$ cat config.mk
export PLATFORM = sky130hd
export DESIGN_NAME = approx_umul_pipe_flat
export DESIGN_NICKNAME = d
export VERILOG_FILES = /design/src/rtl/approx_umul_pipe_pkg.sv /design/src/rtl/approx_umul_pipe_if.sv /design/src/rtl/approx_umul_pipe_core.sv /design/src/rtl/approx_umul_pipe.sv /design/src/flat_wrapper.sv
export SDC_FILE = /design/constraint.sdc
export NUM_CORES = 1
export LEC_CHECK = 0
export ABC_CLOCK_PERIOD_IN_PS = 2100
export BUFFER_PORTS_ARGS = -buffer_cell sky130_fd_sc_hd__buf_2
export CAP_MARGIN = 25
export CELL_PAD_IN_SITES_DETAIL_PLACEMENT = 0
export CELL_PAD_IN_SITES_GLOBAL_PLACEMENT = 1
export CORE_AREA = 2 2 124 126
export DETAILED_ROUTE_END_ITERATION = 7
export DIE_AREA = 0 0 126 128
export PLACE_DENSITY_LB_ADDON = 0.1
export SYNTH_ARGS = -nofsm -noshare
export SYNTH_HDL_FRONTEND = slang
export SYNTH_SLANG_ARGS = --single-unit
export TNS_END_PERCENT = 1
$ cat constraint.sdc
create_clock -name clk -period 2.1 [get_ports clk]
set_input_delay 0.42 -clock clk [delete_from_list [all_inputs] [get_ports clk]]
set_output_delay 0.42 -clock clk [all_outputs]
set_load 0.01 [all_outputs]
$ cat src/rtl/approx_umul_pipe_pkg.sv
// Shared constants and helpers for the approximate multiplier pipeline.
package approx_mul_pkg;

  localparam int unsigned STAT_CNT_W = 32;
  localparam int unsigned STAT_ERR_W = 48;
  // Widest operand the compensation helper handles.
  localparam int unsigned OPND_MAX_W = 32;

  // Sum of the dropped-row partial products (rows i < k) whose column i+j >= comp_col.
  // Operand bits above the real width are zero, so the loops can span OPND_MAX_W.
  function automatic logic [2*OPND_MAX_W-1:0] comp_term(input logic [OPND_MAX_W-1:0] x,
                                                        input logic [OPND_MAX_W-1:0] y,
                                                        input int unsigned k,
                                                        input int unsigned comp_col);
    logic [2*OPND_MAX_W-1:0] acc;
    acc = '0;
    for (int unsigned i = 0; i < OPND_MAX_W; i++) begin
      for (int unsigned j = 0; j < OPND_MAX_W; j++) begin
        if ((i < k) && (i + j >= comp_col) && x[i] && y[j]) begin
          acc = acc + ((2*OPND_MAX_W)'(1) << (i + j));
        end
      end
    end
    return acc;
  endfunction

endpackage

$ cat src/rtl/approx_umul_pipe_if.sv
// Operand/result handshake bundle of the approximate multiplier pipeline.
interface approx_umul_pipe_if #(
  parameter int unsigned W = 8
) ();

  logic           in_valid;
  logic           in_ready;
  logic [W-1:0]   in_x;
  logic [W-1:0]   in_y;
  logic           in_exact;
  logic           out_valid;
  logic           out_ready;
  logic [2*W-1:0] out_z;
  logic           out_exact;

  // Master: operand source and result sink.
  modport master (
    output in_valid, in_x, in_y, in_exact, out_ready,
    input  in_ready, out_valid, out_z, out_exact
  );

  // Slave: the multiplier pipeline.
  modport slave (
    input  in_valid, in_x, in_y, in_exact, out_ready,
    output in_ready, out_valid, out_z, out_exact
  );

endinterface

$ cat src/rtl/approx_umul_pipe_core.sv
// Combinational approximate / exact unsigned multiplier.
// Approx: (y * x[W-1:K]) << K plus dropped-row terms at column >= COMP_COL.
// With APPROX_MUL_ERR_STAT_EN the exact product is also exported as o_z_ref.
module approx_umul_core
  import approx_mul_pkg::*;
#(
  parameter int unsigned W        = 8,
  parameter int unsigned K        = 2,
  parameter int unsigned COMP_COL = 7
) (
  input  logic [W-1:0]   i_x,
  input  logic [W-1:0]   i_y,
  input  logic           i_exact,
  output logic [2*W-1:0] o_z
`ifdef APPROX_MUL_ERR_STAT_EN
  ,
  output logic [2*W-1:0] o_z_ref
`endif
);

  localparam int unsigned ZW = 2 * W;

  logic [ZW-1:0] w_a;
  logic [ZW-1:0] w_c;
  logic [ZW-1:0] w_ref;

  assign w_ref = ZW'(i_x) * ZW'(i_y);
  assign w_a   = (ZW'(i_y) * ZW'(i_x >> K)) << K;
  assign w_c   = ZW'(comp_term(OPND_MAX_W'(i_x), OPND_MAX_W'(i_y), K, COMP_COL));

  // A + C never exceeds x*y, so the 2W-bit sum cannot wrap.
  assign o_z = i_exact ? w_ref : (w_a + w_c);

`ifdef APPROX_MUL_ERR_STAT_EN
  assign o_z_ref = w_ref;
`endif

endmodule

$ cat src/rtl/approx_umul_pipe.sv
// Pipelined unsigned approximate multiplier with valid/ready handshake.
// Optional feature: define APPROX_MUL_ERR_STAT_EN to carry the exact product down the
// pipe and accumulate count / absolute-error statistics of delivered approx results.
module approx_umul_pipe
  import approx_mul_pkg::*;
#(
  parameter int unsigned W        = 8,
  parameter int unsigned K        = 2,
  parameter int unsigned COMP_COL = 7,
  parameter int unsigned STAGES   = 2
) (
  input  logic                  clk,
  input  logic                  rst_n,
  approx_umul_pipe_if.slave     bus
`ifdef APPROX_MUL_ERR_STAT_EN
  ,
  input  logic                  stat_clr,
  output logic [STAT_CNT_W-1:0] stat_cnt,
  output logic [STAT_ERR_W-1:0] stat_err
`endif
);

  typedef struct packed {
    logic [2*W-1:0] z;
    logic           exact_flag;
`ifdef APPROX_MUL_ERR_STAT_EN
    logic [2*W-1:0] z_ref;
`endif
  } pay_t;

  logic [2*W-1:0]    w_z;
  pay_t              w_in_pay;
  logic [STAGES-1:0] w_ld;
  logic [STAGES-1:0] w_src_v;
  pay_t [STAGES-1:0] w_src_d;
  logic [STAGES-1:0] r_v;
  pay_t [STAGES-1:0] r_d;

`ifdef APPROX_MUL_ERR_STAT_EN
  logic [2*W-1:0] w_z_ref;
`endif

  approx_umul_core #(
    .W        (W),
    .K        (K),
    .COMP_COL (COMP_COL)
  ) u_core (
    .i_x     (bus.in_x),
    .i_y     (bus.in_y),
    .i_exact (bus.in_exact),
    .o_z     (w_z)
`ifdef APPROX_MUL_ERR_STAT_EN
    ,
    .o_z_ref (w_z_ref)
`endif
  );

  // Assemble the stage-0 payload from the core outputs.
  always_comb begin
    w_in_pay            = '0;
    w_in_pay.z          = w_z;
    w_in_pay.exact_flag = bus.in_exact;
`ifdef APPROX_MUL_ERR_STAT_EN
    w_in_pay.z_ref      = w_z_ref;
`endif
  end

  // Stage s may load if the sink takes the tail or any stage from s onward is empty;
  // this is the unrolled form of !v[s] | adv[s+1] and avoids a self-referencing chain.
  always_comb begin
    w_ld = '0;
    for (int s = 0; s < STAGES; s++) begin
      w_ld[s] = bus.out_ready;
      for (int t = s; t < STAGES; t++) begin
        if (!r_v[t]) begin
          w_ld[s] = 1'b1;
        end
      end
    end
  end

  // Per-stage source: the input port for stage 0, the previous stage otherwise.
  always_comb begin
    w_src_v    = '0;
    w_src_d    = '0;
    w_src_v[0] = bus.in_valid;
    w_src_d[0] = w_in_pay;
    for (int s = 1; s < STAGES; s++) begin
      w_src_v[s] = r_v[s-1];
      w_src_d[s] = r_d[s-1];
    end
  end

  // Pipeline registers; data only moves with a valid source so outputs hold when idle.
  always_ff @(posedge clk or negedge rst_n) begin
    if (!rst_n) begin
      r_v <= '0;
      r_d <= '0;
    end else begin
      for (int s = 0; s < STAGES; s++) begin
        if (w_ld[s]) begin
          r_v[s] <= w_src_v[s];
          if (w_src_v[s]) begin
            r_d[s] <= w_src_d[s];
          end
        end
      end
    end
  end

  assign bus.in_ready  = w_ld[0];
  assign bus.out_valid = r_v[STAGES-1];
  assign bus.out_z     = r_d[STAGES-1].z;
  assign bus.out_exact = r_d[STAGES-1].exact_flag;

`ifdef APPROX_MUL_ERR_STAT_EN
  localparam int unsigned ERR_SUM_W = STAT_ERR_W + 1;

  logic                  w_deliver_apx;
  logic [2*W-1:0]        w_diff;
  logic [ERR_SUM_W-1:0]  w_err_sum;
  logic [STAT_CNT_W-1:0] r_cnt;
  logic [STAT_ERR_W-1:0] r_err;

  assign w_deliver_apx = bus.out_valid & bus.out_ready & ~r_d[STAGES-1].exact_flag;
  assign w_diff        = r_d[STAGES-1].z_ref - r_d[STAGES-1].z;
  assign w_err_sum     = {1'b0, r_err} + ERR_SUM_W'(w_diff);

  // Saturating statistics; clear takes priority over a same-cycle delivery.
  always_ff @(posedge clk or negedge rst_n) begin
    if (!rst_n) begin
      r_cnt <= '0;
      r_err <= '0;
    end else if (stat_clr) begin
      r_cnt <= '0;
      r_err <= '0;
    end else if (w_deliver_apx) begin
      r_cnt <= (&r_cnt) ? r_cnt : (r_cnt + STAT_CNT_W'(1));
      r_err <= w_err_sum[STAT_ERR_W] ? '1 : w_err_sum[STAT_ERR_W-1:0];
    end
  end

  assign stat_cnt = r_cnt;
  assign stat_err = r_err;
`endif

endmodule
$ cat src/flat_wrapper.sv
// flat-port wrapper written by rule: the top's interface ports become plain ports
module approx_umul_pipe_flat import approx_mul_pkg::*;
#(
  parameter int unsigned W        = 8,
  parameter int unsigned K        = 2,
  parameter int unsigned COMP_COL = 7,
  parameter int unsigned STAGES   = 2
)
  (clk, rst_n, bus_in_valid, bus_in_x, bus_in_y, bus_in_exact, bus_out_ready, bus_in_ready, bus_out_valid, bus_out_z, bus_out_exact);
  approx_umul_pipe_if #(.W(W)) bus_i ();
  input  logic clk;
  input  logic rst_n;
  input wire logic [$bits(bus_i.in_valid)-1:0] bus_in_valid;
  input wire logic [$bits(bus_i.in_x)-1:0] bus_in_x;
  input wire logic [$bits(bus_i.in_y)-1:0] bus_in_y;
  input wire logic [$bits(bus_i.in_exact)-1:0] bus_in_exact;
  input wire logic [$bits(bus_i.out_ready)-1:0] bus_out_ready;
  output wire logic [$bits(bus_i.in_ready)-1:0] bus_in_ready;
  output wire logic [$bits(bus_i.out_valid)-1:0] bus_out_valid;
  output wire logic [$bits(bus_i.out_z)-1:0] bus_out_z;
  output wire logic [$bits(bus_i.out_exact)-1:0] bus_out_exact;
  assign bus_i.in_valid = bus_in_valid;
  assign bus_i.in_x = bus_in_x;
  assign bus_i.in_y = bus_in_y;
  assign bus_i.in_exact = bus_in_exact;
  assign bus_i.out_ready = bus_out_ready;
  assign bus_in_ready = bus_i.in_ready;
  assign bus_out_valid = bus_i.out_valid;
  assign bus_out_z = bus_i.out_z;
  assign bus_out_exact = bus_i.out_exact;
  approx_umul_pipe #(.W(W), .K(K), .COMP_COL(COMP_COL), .STAGES(STAGES)) u_core (.clk(clk), .rst_n(rst_n), .bus(bus_i));
endmodule
# Yosys cells after proc, flatten, opt, wreduce, memory -nomap -nowiden
# Index checks and enable logic that the tools add are counted.
[word_totals] regBits=36 out_inout_bits=19
[op_classes] n_addsub=3 n_mul=2 n_mux=7 n_reduce_logical=5
[op_table] op="16-bit 2-to-1 mux" n=2
[op_table] op="16-bit adder" n=1
[op_table] op="16-bit by 9-bit adder with 16-bit output (second input constant)" n=1
[op_table] op="8-bit by 8-bit multiplier with 16-bit output" n=1
[op_table] op="8-bit by 6-bit multiplier with 14-bit output" n=1
[op_table] op="8-bit by 8-bit adder with 9-bit output (second input constant)" n=1
[op_table] op="9-bit 2-to-1 mux" n=1
[op_table] op="8-bit 2-to-1 mux" n=1
[op_table] op="2-bit AND reduction" n=2
[op_table] op="1-bit logical AND" n=3
[op_table] op="1-bit 2-to-1 mux" n=3

# Depth between registers and ports, before layout
[logic_depth] depth_word=8 depth_mapped=21

# Cells and area by module
# From an unflattened synthesis, not the netlist that was laid out.
[unflattened] cells_unflattened=554 area_unflattened_um2=5318.9
[by_module_without_submodules] mod="approx_umul_core" instances=1 cells_per_inst=460 area_per_inst_um2=3781.1
[by_module_without_submodules] mod="approx_umul_pipe" instances=1 cells_per_inst=94 area_per_inst_um2=1537.7

# Least setup slack after synthesis
# No wires, ideal clock.
[synth_timing] path_kind="input-to-reg" startpoint="in bus_in_y[2]" endpoint="reg u_core.r_d[14] (netlist name)" setup_time_ns=0.124 arrival_ns=4.793 setup_slack_ns=-2.817 path_stages=21 path_cell_list="clkbuf_1 > nand2_1 > fa_1 > inv_1 > ha_1 > inv_1 > fa_1 > inv_1 > ha_1 > a21oi_1 > inv_1 > a21oi_1 > xnor2_1 > inv_1 > fa_1 > nor2b_1 > nor2_1 > or4b_4 > xor2_1 > nor2_1 > a211o_1"
[synth_via] elab_chain_cells=3
[synth_lines] item="from (decl)" line_no="flat_wrapper.sv:15" text="input wire logic [$bits(bus_i.in_y)-1:0] bus_in_y;"
[synth_lines] item="8-bit by 6-bit multiplier with 14-bit output" line_no="approx_umul_pipe_core.sv:28" text="assign w_a = (ZW'(i_y) * ZW'(i_x >> K)) << K;"
[synth_lines] item="16-bit adder" line_no="approx_umul_pipe_core.sv:32" text="assign o_z = i_exact ? w_ref : (w_a + w_c);"
[synth_lines] item="16-bit 2-to-1 mux *" line_no="approx_umul_pipe_core.sv:32"
[synth_lines] item="to (signal, indexed assignment)" line_no="approx_umul_pipe.sv:104" text="r_d[s] <= w_src_d[s];"
[synth_lines] item="to (decl)" line_no="approx_umul_pipe.sv:37" text="pay_t [STAGES-1:0] r_d;"
# Mark *: on every way between the ends. The rest lies on a longest branch, timed or not.
# A chain may end at the register's enable or synchronous reset.

# Worst setup path in the final report
[layout_timing] startpoint="in bus_in_y[1]" endpoint="reg u_core.r_d[14] (netlist name)"
# The elaborated chain is that of the path after synthesis.

==> impl_results.md <==
* Status: finished with violations
* Violated checks: setup timing
* Internal at 3.87 mW
* Htree depth at 2
* Final HPWL from detailed placement at 10900 µm
* Via density at 4.65
* DRT Pass-1 Iters at 4
* Grt total ovfl at 0
* Largest buffer count on any clock path at 2
* Seq/Total Area, Yosys at 17.7%
* Largest net degree at the start of global routing at 37
* Switching power at 2.60 mW
* Max Cap Viol at 0
* Fillers at 1468
* Crit path largest cell delay at 0.54 ns
* Mapped cell area at 0.00509 mm²
* Area delta synth->final at 33.4%
* Mapped Avg Cell Area at 9.13 µm²
* Gate power share at 73.1%
* Worst min-delay path class: input pin to async pin
* CTS sink count at 36
* Initial antenna violation count at 0
* Fmax at 231 MHz
* Pwr dens at 953 mW/mm²
* Vias in the first global route at 4254
* Final core occ at 45.7%
* Die width at 126 µm
* Final Skew at 0.00330 ns
* GRT Total Usage at 16.1%
* Initial cell density of the core at 34.2%
* Sw frac at 40.2%
* Most frequent cells in the layout: buf_4, inv_1, fa_1, ha_1, nand2_1
* RSZ-0062 raised after global routing: yes
* CTS tree: built
* Place WS at -2.72 ns
* Multi-input gate area at 0.00389 mm²
* Syn_nets at 698
* Fin nets at 838
* Vias after detailed routing at 4114
* Final WS setup at -2.22 ns
* Hold slack at 0.223 ns
* Crit start category: input pin
* Per-cell routed wire length at 14.1 µm
* Core Rows at 45
* CTS Buf Count at 5
* Share of cells above drive strength 1 at 35.7%
* CP Capture Type: register
* Clk pwr share at 10.6%
* Max Transition Viols Final at 0
* Reg power frac at 16.3%
* Flops & latches, synth at 36
* YS warnings at 0
* Final GP Congestion at 0.819
* Ys flop type: dfrtp_1
* Most common cell after layout, fill and taps aside: buf_4
* Drt drc at 0
* Ant. Diodes at 0
* Number of synthesized flops with an enable pin at 0
* Die area at 0.0161 mm²
* Peak VDD IR at 0.000349 V
* Measured slew at the worst slew-check pin at 0.787 ns
* Minimum clock period after layout at 4.32 ns
* Hold buffers post-CTS at 0
* Slowest-stage cell, CP: fa_1
* Clock transition at the registers of the reported paths at 0.05 ns
* Number of port buffers at 39
* Worst path top cell family by delay: adder cells
* First-pass GRT wire length at 20900 µm
* Final hold violation count at 0
* Fraction of registers with async set/reset at 100%
* Core Box Area at 0.0149 mm²
* Crit path DAT at 4.49 ns
* Synth Instances at 557
* Root Driver: clkbuf_16
* Setup tns final at -21.87 ns
* Top cell by count, worst path: inv_1
* DRT antenna net count at 0
* Setup CP Type: input pin to register
* Ports at 40
* FF+latch area at 901 µm²
* LEAKAGE at 3.62 nW
* DIE HEIGHT at 128 µm
* Slew headroom at 47.6%
* Count of different cell masters after synthesis at 51
* Worst path cell trace: clkbuf_4, and2_4, xnor2_1, ha_1, fa_1, inv_1, fa_1, inv_1, ha_4, buf_4, xnor2_1, inv_1, fa_2, nor2b_4, nor2_2, or4b_4, xor2_1, nor2_1, a211o_1
* Clk_lat worst skew at 0.28 ns
* Total Routed Length at 12500 µm
* Ratio of final minimum period to clock period at 206%
* Final setup viols at 13
* Initial DRC Count at 159
* WP buf/inv at 5
* WP data required at 2.26 ns
* Critical Path Fanout Max at 4
-- path summary, 6_finish.rpt --
check,start,endpoint,slack (ns),depth (start not counted)
worst min-delay path,rst_n,u_core.bus.out_z[13],0.22,1
worst max register to register,u_core.r_v[1],u_core.r_d[14],0.48,6
max in group asynchronous,rst_n,u_core.r_d[2],1.37,1
worst min register to register,u_core.r_d[2],u_core.r_d[2],0.48,2
worst max-delay path,bus_in_y[1],u_core.r_d[14],-2.22,19
min in group clk,bus_in_valid,u_core.r_v[0],0.36,2
-- cell type report --
class                           instances  area share (%)
Timing Repair Buffer                  156            17.4
Sequential cell                        36            13.3
Inverter                              119            6.58
Multi-Input combinational cell        379            57.3
Tap cell                              188            3.46
Clock buffer                            6            1.90
Clock inverter                          1          0.0737
-- cell families (layout without fill, tap and decap cells) --
| group | count (synthesis) | count (layout) | synth area share [%] |
|---|---|---|---|
| muxes | 21 | 21 | 4.57 |
| buffers and inverters | 142 | 282 | 11.7 |
| adders and majority gates | 120 | 120 | 37.9 |
| DFF | 36 | 36 | 17.7 |
| AOI/OAI and AO/OA | 75 | 75 | 9.94 |
| xor gates and xnor gates | 17 | 17 | 2.93 |
| and+or+nand+nor | 146 | 146 | 15.3 |
-- flip-flops by register name, indices dropped and copies added, names as in the netlist --
register and count:
u_core.r_d 17, u_core.bus.out_exact 1, u_core.r_v 2, u_core.bus.out_z 16
-- power by group through the flow --
stage                     Sequential [mW]  Combinational [mW]  Clock [mW]
final                                1.05                4.73       0.689
after global routing                 1.08                5.29       0.743
after CTS                            1.06                4.55       0.713
after detailed placement             1.07                4.41           0
after global placement               1.06                4.39           0
after floorplan                      1.03                2.87           0
-- stage by stage --
stage / total power [mW] / std cells / area (µm²)
final: 6.47 / 885 / 6790
after CTS: 6.32 / 881 / 6610
after global placement: 5.45 / 871 / 6320
after floorplan: 3.90 / 557 / 5230
after global routing: 7.12 / 885 / 6790
after detailed placement: 5.48 / 871 / 6320
-- repair_timing --
item / CTS / global route
pin swaps: 21 / 25
setup endpoints to repair: 13 / 13
buffers inserted: 3 / 4
resized for setup: 42 / 39
-- synth_stat cells (3+ instances only) --
master / count / share of area, %
fa_1: 57 / 22
a21o_1: 3 / 0.44
a31oi_1: 5 / 0.61
nor2_1: 9 / 0.66
or4_1: 3 / 0.44
nor3_1: 7 / 0.69
a21oi_1: 16 / 1.6
nand2_1: 55 / 4.1
ha_1: 63 / 15
o211a_1: 4 / 0.79
inv_1: 119 / 8.8
o21ai_0: 22 / 2.2
dfrtp_1: 36 / 18
or3_1: 3 / 0.37
buf_4: 16 / 2.4
nor2b_1: 9 / 1.1
nand3_1: 5 / 0.49
nand2b_1: 4 / 0.49
o211ai_1: 3 / 0.44
a211oi_1: 3 / 0.44
clkbuf_1: 6 / 0.44
mux2i_1: 3 / 0.59
xor2_1: 4 / 0.69
xnor2_1: 13 / 2.2
mux2_2: 18 / 4.0
o31ai_1: 3 / 0.44
and2_1: 38 / 4.7
-- routing by layer --
metal	GRT usage [%]	up-vias	part of all wire, %
met5	0	-	0
met4	2.39	0	1.3
met3	2.55	13	2.5
met2	27.5	40	49
met1	22.2	2009	47
li1	-	2052	-
-- worst reg2reg max path, stage by stage, from the launching register on --
cell and delay, ns:
dfrtp_1 0.39, nand3b_1 0.16, and2_1 0.17, nand2_1 0.09
or4_1 0.53, a21oi_2 0.12, a211o_1 0.10
Note: power is estimated with default switching activity, not from simulation.
